**src/rtl/wb_stream_arbiter.sv**
```systemverilog
// ---------------------------------------------------------------------------
// wb_stream_arbiter
//
// Round-robin arbiter that shares one Wishbone master port between
// NUM_MASTERS burst-capable DMA engines. Ownership is held for a whole bus
// cycle (owner's cyc high), so incrementing bursts are never split. A new
// grant is always preceded by at least one idle cycle on the shared bus.
//
// Optional feature: define WB_ARB_TIMEOUT_EN to enable a stall watchdog.
// It counts strobe cycles without a slave response; reaching TIMEOUT aborts
// the cycle (one-cycle err pulse to the owner, then wait for the owner to
// drop cyc).
//
// Parameters
//   WB_AW        address width
//   WB_DW        data width (sel width = WB_DW/8)
//   NUM_MASTERS  number of requesters (>= 2)
//   TIMEOUT      watchdog limit in strobe cycles (>= 1, watchdog builds only)
//
// Ports
//   wb_clk_i, wb_rst_n_i    clock / asynchronous active-low reset
//   wbm_*_i                 packed requester buses, master i at slice i
//   wbm_dat_o               read data broadcast to all requesters
//   wbm_ack_o/err_o/rty_o   per-requester responses, only owner bit can be 1
//   wbs_*_o                 shared request toward the interconnect
//   wbs_dat_i/ack_i/err_i/rty_i  shared response from the interconnect
//   grant_o                 index of current / last owner
//   busy_o                  bus owned (state != IDLE)
// ---------------------------------------------------------------------------
// state | meaning
// IDLE  | no owner; round-robin pick among asserted wbm_cyc_i
// OWN   | grant_o owns the bus; its signals are muxed to wbs_*
// ABORT | watchdog fired; err pulsed once, waiting for owner to drop cyc
// ---------------------------------------------------------------------------
module wb_stream_arbiter #(
    parameter int WB_AW       = 32,
    parameter int WB_DW       = 32,
    parameter int NUM_MASTERS = 2,
    parameter int TIMEOUT     = 255
) (
    input  logic                              wb_clk_i,
    input  logic                              wb_rst_n_i,

    input  logic [NUM_MASTERS*WB_AW-1:0]      wbm_adr_i,
    input  logic [NUM_MASTERS*WB_DW-1:0]      wbm_dat_i,
    input  logic [NUM_MASTERS*WB_DW/8-1:0]    wbm_sel_i,
    input  logic [NUM_MASTERS-1:0]            wbm_we_i,
    input  logic [NUM_MASTERS-1:0]            wbm_cyc_i,
    input  logic [NUM_MASTERS-1:0]            wbm_stb_i,
    input  logic [NUM_MASTERS*3-1:0]          wbm_cti_i,
    input  logic [NUM_MASTERS*2-1:0]          wbm_bte_i,
    output logic [WB_DW-1:0]                  wbm_dat_o,
    output logic [NUM_MASTERS-1:0]            wbm_ack_o,
    output logic [NUM_MASTERS-1:0]            wbm_err_o,
    output logic [NUM_MASTERS-1:0]            wbm_rty_o,

    output logic [WB_AW-1:0]                  wbs_adr_o,
    output logic [WB_DW-1:0]                  wbs_dat_o,
    output logic [WB_DW/8-1:0]                wbs_sel_o,
    output logic                              wbs_we_o,
    output logic                              wbs_cyc_o,
    output logic                              wbs_stb_o,
    output logic [2:0]                        wbs_cti_o,
    output logic [1:0]                        wbs_bte_o,
    input  logic [WB_DW-1:0]                  wbs_dat_i,
    input  logic                              wbs_ack_i,
    input  logic                              wbs_err_i,
    input  logic                              wbs_rty_i,

    output logic [$clog2(NUM_MASTERS)-1:0]    grant_o,
    output logic                              busy_o
);

    localparam int MW = $clog2(NUM_MASTERS);
    localparam int SW = WB_DW / 8;

    if (NUM_MASTERS < 2) begin : g_chk_masters
        $error("wb_stream_arbiter: NUM_MASTERS must be >= 2");
    end
    if (TIMEOUT < 1) begin : g_chk_timeout
        $error("wb_stream_arbiter: TIMEOUT must be >= 1");
    end

`ifdef WB_ARB_TIMEOUT_EN
    typedef enum logic [1:0] {
        ST_IDLE  = 2'd0,
        ST_OWN   = 2'd1,
        ST_ABORT = 2'd2
    } state_e;
`else
    typedef enum logic [1:0] {
        ST_IDLE  = 2'd0,
        ST_OWN   = 2'd1
    } state_e;
`endif

    state_e          state_q, state_d;
    logic [MW-1:0]   grant_q, grant_d;
    logic [MW-1:0]   ptr_q,   ptr_d;

    logic [MW-1:0]   rr_pick;
    logic [MW-1:0]   rr_idx;
    logic [MW:0]     rr_sum;

`ifdef WB_ARB_TIMEOUT_EN
    localparam int            CW       = $clog2(TIMEOUT + 1);
    localparam logic [CW-1:0] TMO_LAST = CW'(TIMEOUT - 1);

    logic [CW-1:0]   tmo_cnt_q, tmo_cnt_d;
    logic            err_pulse_q, err_pulse_d;
`endif

    // Unpacked views of the multi-bit requester fields.
    logic [WB_AW-1:0] m_adr [NUM_MASTERS];
    logic [WB_DW-1:0] m_dat [NUM_MASTERS];
    logic [SW-1:0]    m_sel [NUM_MASTERS];
    logic [2:0]       m_cti [NUM_MASTERS];
    logic [1:0]       m_bte [NUM_MASTERS];

    for (genvar i = 0; i < NUM_MASTERS; i++) begin : g_unpack
        assign m_adr[i] = wbm_adr_i[i*WB_AW +: WB_AW];
        assign m_dat[i] = wbm_dat_i[i*WB_DW +: WB_DW];
        assign m_sel[i] = wbm_sel_i[i*SW +: SW];
        assign m_cti[i] = wbm_cti_i[i*3 +: 3];
        assign m_bte[i] = wbm_bte_i[i*2 +: 2];
    end

    function automatic logic [MW-1:0] next_idx(input logic [MW-1:0] g);
        if (g == MW'(NUM_MASTERS - 1)) begin
            return '0;
        end
        return g + 1'b1;
    endfunction

    // First requester at or after ptr_q, cyclically. Scanning offsets from
    // the far end down lets the smallest offset win.
    always_comb begin
        rr_pick = ptr_q;
        rr_sum  = '0;
        rr_idx  = '0;
        for (int k = NUM_MASTERS - 1; k >= 0; k--) begin
            rr_sum = {1'b0, ptr_q} + (MW+1)'(k);
            if (rr_sum >= (MW+1)'(NUM_MASTERS)) begin
                rr_sum = rr_sum - (MW+1)'(NUM_MASTERS);
            end
            rr_idx = rr_sum[MW-1:0];
            if (wbm_cyc_i[rr_idx]) begin
                rr_pick = rr_idx;
            end
        end
    end

    always_comb begin
        state_d   = state_q;
        grant_d   = grant_q;
        ptr_d     = ptr_q;

        wbs_adr_o = '0;
        wbs_dat_o = '0;
        wbs_sel_o = '0;
        wbs_we_o  = 1'b0;
        wbs_cyc_o = 1'b0;
        wbs_stb_o = 1'b0;
        wbs_cti_o = '0;
        wbs_bte_o = '0;
        wbm_dat_o = '0;
        wbm_ack_o = '0;
        wbm_err_o = '0;
        wbm_rty_o = '0;
`ifdef WB_ARB_TIMEOUT_EN
        tmo_cnt_d   = tmo_cnt_q;
        err_pulse_d = 1'b0;
`endif

        case (state_q)
            ST_IDLE: begin
                if (|wbm_cyc_i) begin
                    grant_d = rr_pick;
                    state_d = ST_OWN;
`ifdef WB_ARB_TIMEOUT_EN
                    tmo_cnt_d = '0;
`endif
                end
            end

            ST_OWN: begin
                wbs_adr_o = m_adr[grant_q];
                wbs_dat_o = m_dat[grant_q];
                wbs_sel_o = m_sel[grant_q];
                wbs_we_o  = wbm_we_i[grant_q];
                wbs_cyc_o = wbm_cyc_i[grant_q];
                // Gate stb with cyc so release drops both in the same cycle.
                wbs_stb_o = wbm_cyc_i[grant_q] & wbm_stb_i[grant_q];
                wbs_cti_o = m_cti[grant_q];
                wbs_bte_o = m_bte[grant_q];

                wbm_dat_o          = wbs_dat_i;
                wbm_ack_o[grant_q] = wbs_ack_i;
                wbm_err_o[grant_q] = wbs_err_i;
                wbm_rty_o[grant_q] = wbs_rty_i;

                if (!wbm_cyc_i[grant_q]) begin
                    state_d = ST_IDLE;
                    ptr_d   = next_idx(grant_q);
                end
`ifdef WB_ARB_TIMEOUT_EN
                else if (wbs_ack_i | wbs_err_i | wbs_rty_i) begin
                    tmo_cnt_d = '0;
                end else if (wbs_stb_o) begin
                    tmo_cnt_d = tmo_cnt_q + 1'b1;
                    // This strobe cycle is the TIMEOUT-th without a response.
                    if (tmo_cnt_q == TMO_LAST) begin
                        state_d     = ST_ABORT;
                        err_pulse_d = 1'b1;
                    end
                end
`endif
            end

`ifdef WB_ARB_TIMEOUT_EN
            ST_ABORT: begin
                wbm_err_o[grant_q] = err_pulse_q;
                if (!wbm_cyc_i[grant_q]) begin
                    state_d = ST_IDLE;
                    ptr_d   = next_idx(grant_q);
                end
            end
`endif

            default: begin
                state_d = ST_IDLE;
            end
        endcase
    end

    always_ff @(posedge wb_clk_i or negedge wb_rst_n_i) begin
        if (!wb_rst_n_i) begin
            state_q     <= ST_IDLE;
            grant_q     <= '0;
            ptr_q       <= '0;
`ifdef WB_ARB_TIMEOUT_EN
            tmo_cnt_q   <= '0;
            err_pulse_q <= 1'b0;
`endif
        end else begin
            state_q     <= state_d;
            grant_q     <= grant_d;
            ptr_q       <= ptr_d;
`ifdef WB_ARB_TIMEOUT_EN
            tmo_cnt_q   <= tmo_cnt_d;
            err_pulse_q <= err_pulse_d;
`endif
        end
    end

    assign grant_o = grant_q;
    assign busy_o  = (state_q != ST_IDLE);

endmodule
```
**config.mk**
```make
export PLATFORM = sky130hd
export DESIGN_NAME = wb_stream_arbiter
export DESIGN_NICKNAME = d
export VERILOG_FILES = /design/src/rtl/wb_stream_arbiter.sv
export SDC_FILE = /design/constraint.sdc
export NUM_CORES = 1
export LEC_CHECK = 0
export ABC_CLOCK_PERIOD_IN_PS = 2100
export BUFFER_PORTS_ARGS = -buffer_cell sky130_fd_sc_hd__buf_4
export CAP_MARGIN = 30
export CORE_AREA = 2 2 117 119
export CTS_CLUSTER_SIZE = 8
export DETAILED_ROUTE_END_ITERATION = 10
export DIE_AREA = 0 0 119 121
export GPL_ROUTABILITY_DRIVEN = 0
export GPL_TIMING_DRIVEN = 0
export MAX_ROUTING_LAYER = met4
export SLEW_MARGIN = 20
export SYNTH_ARGS = -nofsm -noshare
export SYNTH_HDL_FRONTEND = slang
export SYNTH_SLANG_ARGS = --single-unit
```
**constraint.sdc**
```tcl
create_clock -name wb_clk_i -period 2.1 [get_ports wb_clk_i]
set_input_delay 0 -clock wb_clk_i [delete_from_list [all_inputs] [get_ports wb_clk_i]]
set_output_delay 0 -clock wb_clk_i [all_outputs]
set_load 0.005 [all_outputs]
```
==> out/summary.txt <==
Max VDD drop -> 397.4 uV
Residual DRC -> 0
Max Fclk -> 650.1 MHz
Fill count -> 1409
Routed WL -> 9384 um
Area contributors post-synth -> mux2i_1 45%, nor2_1 18%, and2_1 13%
Clk root buf -> clkbuf_16
Initial Util -> 12.49%
Area leader, netlist -> mux2i_1
Syn Nets -> 415
Max-slew violations -> 0
PortBufs -> 304
CP Cell Sequence -> inv_2 > buf_2 > buf_2 > nor2_1 > buf_4
Most frequent CP cell -> buf_2
Max H-tree Level -> 1
Internal -> 0.002272 W
RSZ-0062 raised after global routing -> false
CTS tree -> yes
Worst Setup SP -> state_q[0]$_DFFE_PN0P_
N_diodes -> 0
Die area -> 14400 sq um
Clock power frac -> 8.0%
Area of the core -> 13090 sq um
Vias/cell -> 3.893
Clock Sinks -> 3
Post-DRT Antenna Nets -> 0
Switch Pwr -> 0.001508 W
Flops & latches, synth -> 3
Placed instance area -> 4136 sq um
Synth Warn # -> 0
Critical path arrival -> 1540 ps
Finished Cell Area -> 4235 sq um
Worst Max-Slew Pin Slew -> 469.3 ps
Final hold violation count -> 0
Switching share of power -> 39.89%
DR vias -> 2772
PostCTS Resize Cnt -> 0
Worst-path clk slew -> 30 ps
Die Wd -> 119 um
Pwr Density -> 892.4 nW/um^2
Row count -> 42
Die H -> 121 um
Placed cells -> 706
First-pass GRT wire length -> 13850 um
Layout Skew -> 1.595 ps
CP top delay family -> buffers and inverters
Post-Route Setup TNS -> 0 ps
Drt wl/cell -> 13.18 um
Finish-stage setup viols -> 0
Worst-skew pair later-pin latency -> 220 ps
Total grt overflow -> 0
RR Startpoint -> state_q[0]$_DFFE_PN0P_
GRT Util Overall -> 12.19%
CP Max Fanout -> 10
Combined buffer and inverter count along the critical path -> 4
Relative slew slack -> 68.71%
Nets -> 726
Mapped Cells -> 226
Hold Slack -> 57.54 ps
Io pins -> 305
Logic pwr share -> 88.9%
Commonest cells after routing, fill and taps aside -> 304 x buf_4, 78 x nor2_1, 74 x mux2i_1
WS Path Type -> reg -> out
Slowest stage delay, CP -> 400 ps
CP endpoint kind -> primary output
Vias in the first global route -> 2787
Hold Path Class -> in -> reg
Final Non-Filler Cells -> 712
Post-synthesis area per instance -> 7.230 sq um
Layout cells sized above 1 -> 59.70%
Netlist cell types -> 17
Post-synthesis sequential area ratio -> 4.594%
Share of the synthesized area in the top cell type -> 45.33%
Sequential Power Share -> 3.0%
# hold bufs at CTS -> 2
WP data required -> 2100 ps
Commonest non-fill, non-tap cell in the layout -> buf_4
Largest net degree at the start of global routing -> 11
Startpoint class of the critical path -> flop
Minimum clock period -> 1538 ps
Syn Std Cell Area -> 1634 sq um
Detailed placer's ending HPWL -> 8077 um
Max Root-Sink Buffers -> 2
Status -> complete, no violations
Final Cycle Share -> 73.25%
Setup bufs post-CTS -> 0
DRT Pass-1 Iters -> 4
Max capacitance violation total -> 0
Hold path startpoint -> wbm_cyc_i[1]
Critical-path top delay cell -> dfrtp_1
Leak pwr -> 2.451 nW
Initial antenna violation count -> 0
DRT iter0 DRCs -> 40
Synth-to-layout area growth -> 159.2%
CTS Buf Count -> 3
## state kept, by name, summed over array words and instances (netlist names)
signal	cells
grant_o	1
ptr_q	1
state_q	1
## final timing paths
| path | to | slack (ps) | cells after the start |
|---|---|---|---|
| min reg2reg | ptr_q$_DFFE_PN0P_ | 550 | 2 |
| max in group asynchronous | state_q[0]$_DFFE_PN0P_ | 1890 | 2 |
| max reg2reg | state_q[0]$_DFFE_PN0P_ | 860 | 3 |
| max | wbs_sel_o[2] | 560 | 5 |
| min | ptr_q$_DFFE_PN0P_ | 60 | 3 |
| min in group asynchronous | ptr_q$_DFFE_PN0P_ | 110 | 2 |
## layer usage
layer / global-route usage [%] / share of wire [%] / vias to the layer above
met5: - / 0 / -
met3: 2.491 / 8.3 / 4
met4: 1.860 / 0.40 / 0
met2: 22.88 / 54 / 164
met1: 13.55 / 37 / 1236
li1: - / - / 1368
## synthesized netlist by cell type, drive strengths merged
cell and n:
a21oi 4, a31oi 1, a32oi 1, and2 35
and2b 1, and3 3, buf 12, clkbuf 9
dfrtp 3, inv 2, mux2i 74, nand2 1
nor2 78, o21ai 2
## power by group through the flow
stage          sequential, W  combinational (W)  clock, W
6_report            0.000114            0.00336  0.000304
3_3_place_gp        0.000110            0.00337         0
2_1_floorplan       0.000108            0.00181         0
4_1_cts             0.000115            0.00343  0.000308
3_5_place_dp        0.000114            0.00341         0
5_1_grt             0.000118            0.00364  0.000316
## layout make-up
| type | instances | area [sq um] | share of cell area (%) |
|---|---|---|---|
| Timing Repair Buffer | 306 | 2302 | 54.36 |
| Buffer | 21 | 224.0 | 5.288 |
| Tap cell | 176 | 220.2 | 5.199 |
| Clock buffer | 4 | 78.83 | 1.861 |
| Inverter | 2 | 7.507 | 0.1773 |
| Multi-Input combinational cell | 200 | 1328 | 31.34 |
| Sequential cell | 3 | 75.07 | 1.773 |
## worst reg2reg max path, stage by stage (launching register included)
cell,delay (ps)
dfrtp_1,390
buf_2,250
clkbuf_1,340
a21oi_1,130
## kinds of logic after synthesis
logic type	count (synthesis)	synth area share, %
DFF	3	4.594
AOI/OAI and AO/OA	8	2.757
and+or+nand+nor	118	33.15
muxes	74	45.33
buffers and inverters	23	14.16
## stage by stage
stage                     total power [W]  util [%]  worst slack, ps
after global placement           0.003481     31.61            733.8
after CTS                        0.003848     32.37            482.0
after global routing             0.004078     32.37            410.8
after detailed placement         0.003528     31.61            728.5
final                            0.003779     32.37            561.7
after floorplan                  0.001918         -             1120
No activity file was read; power rests on OpenSTA's default activity.
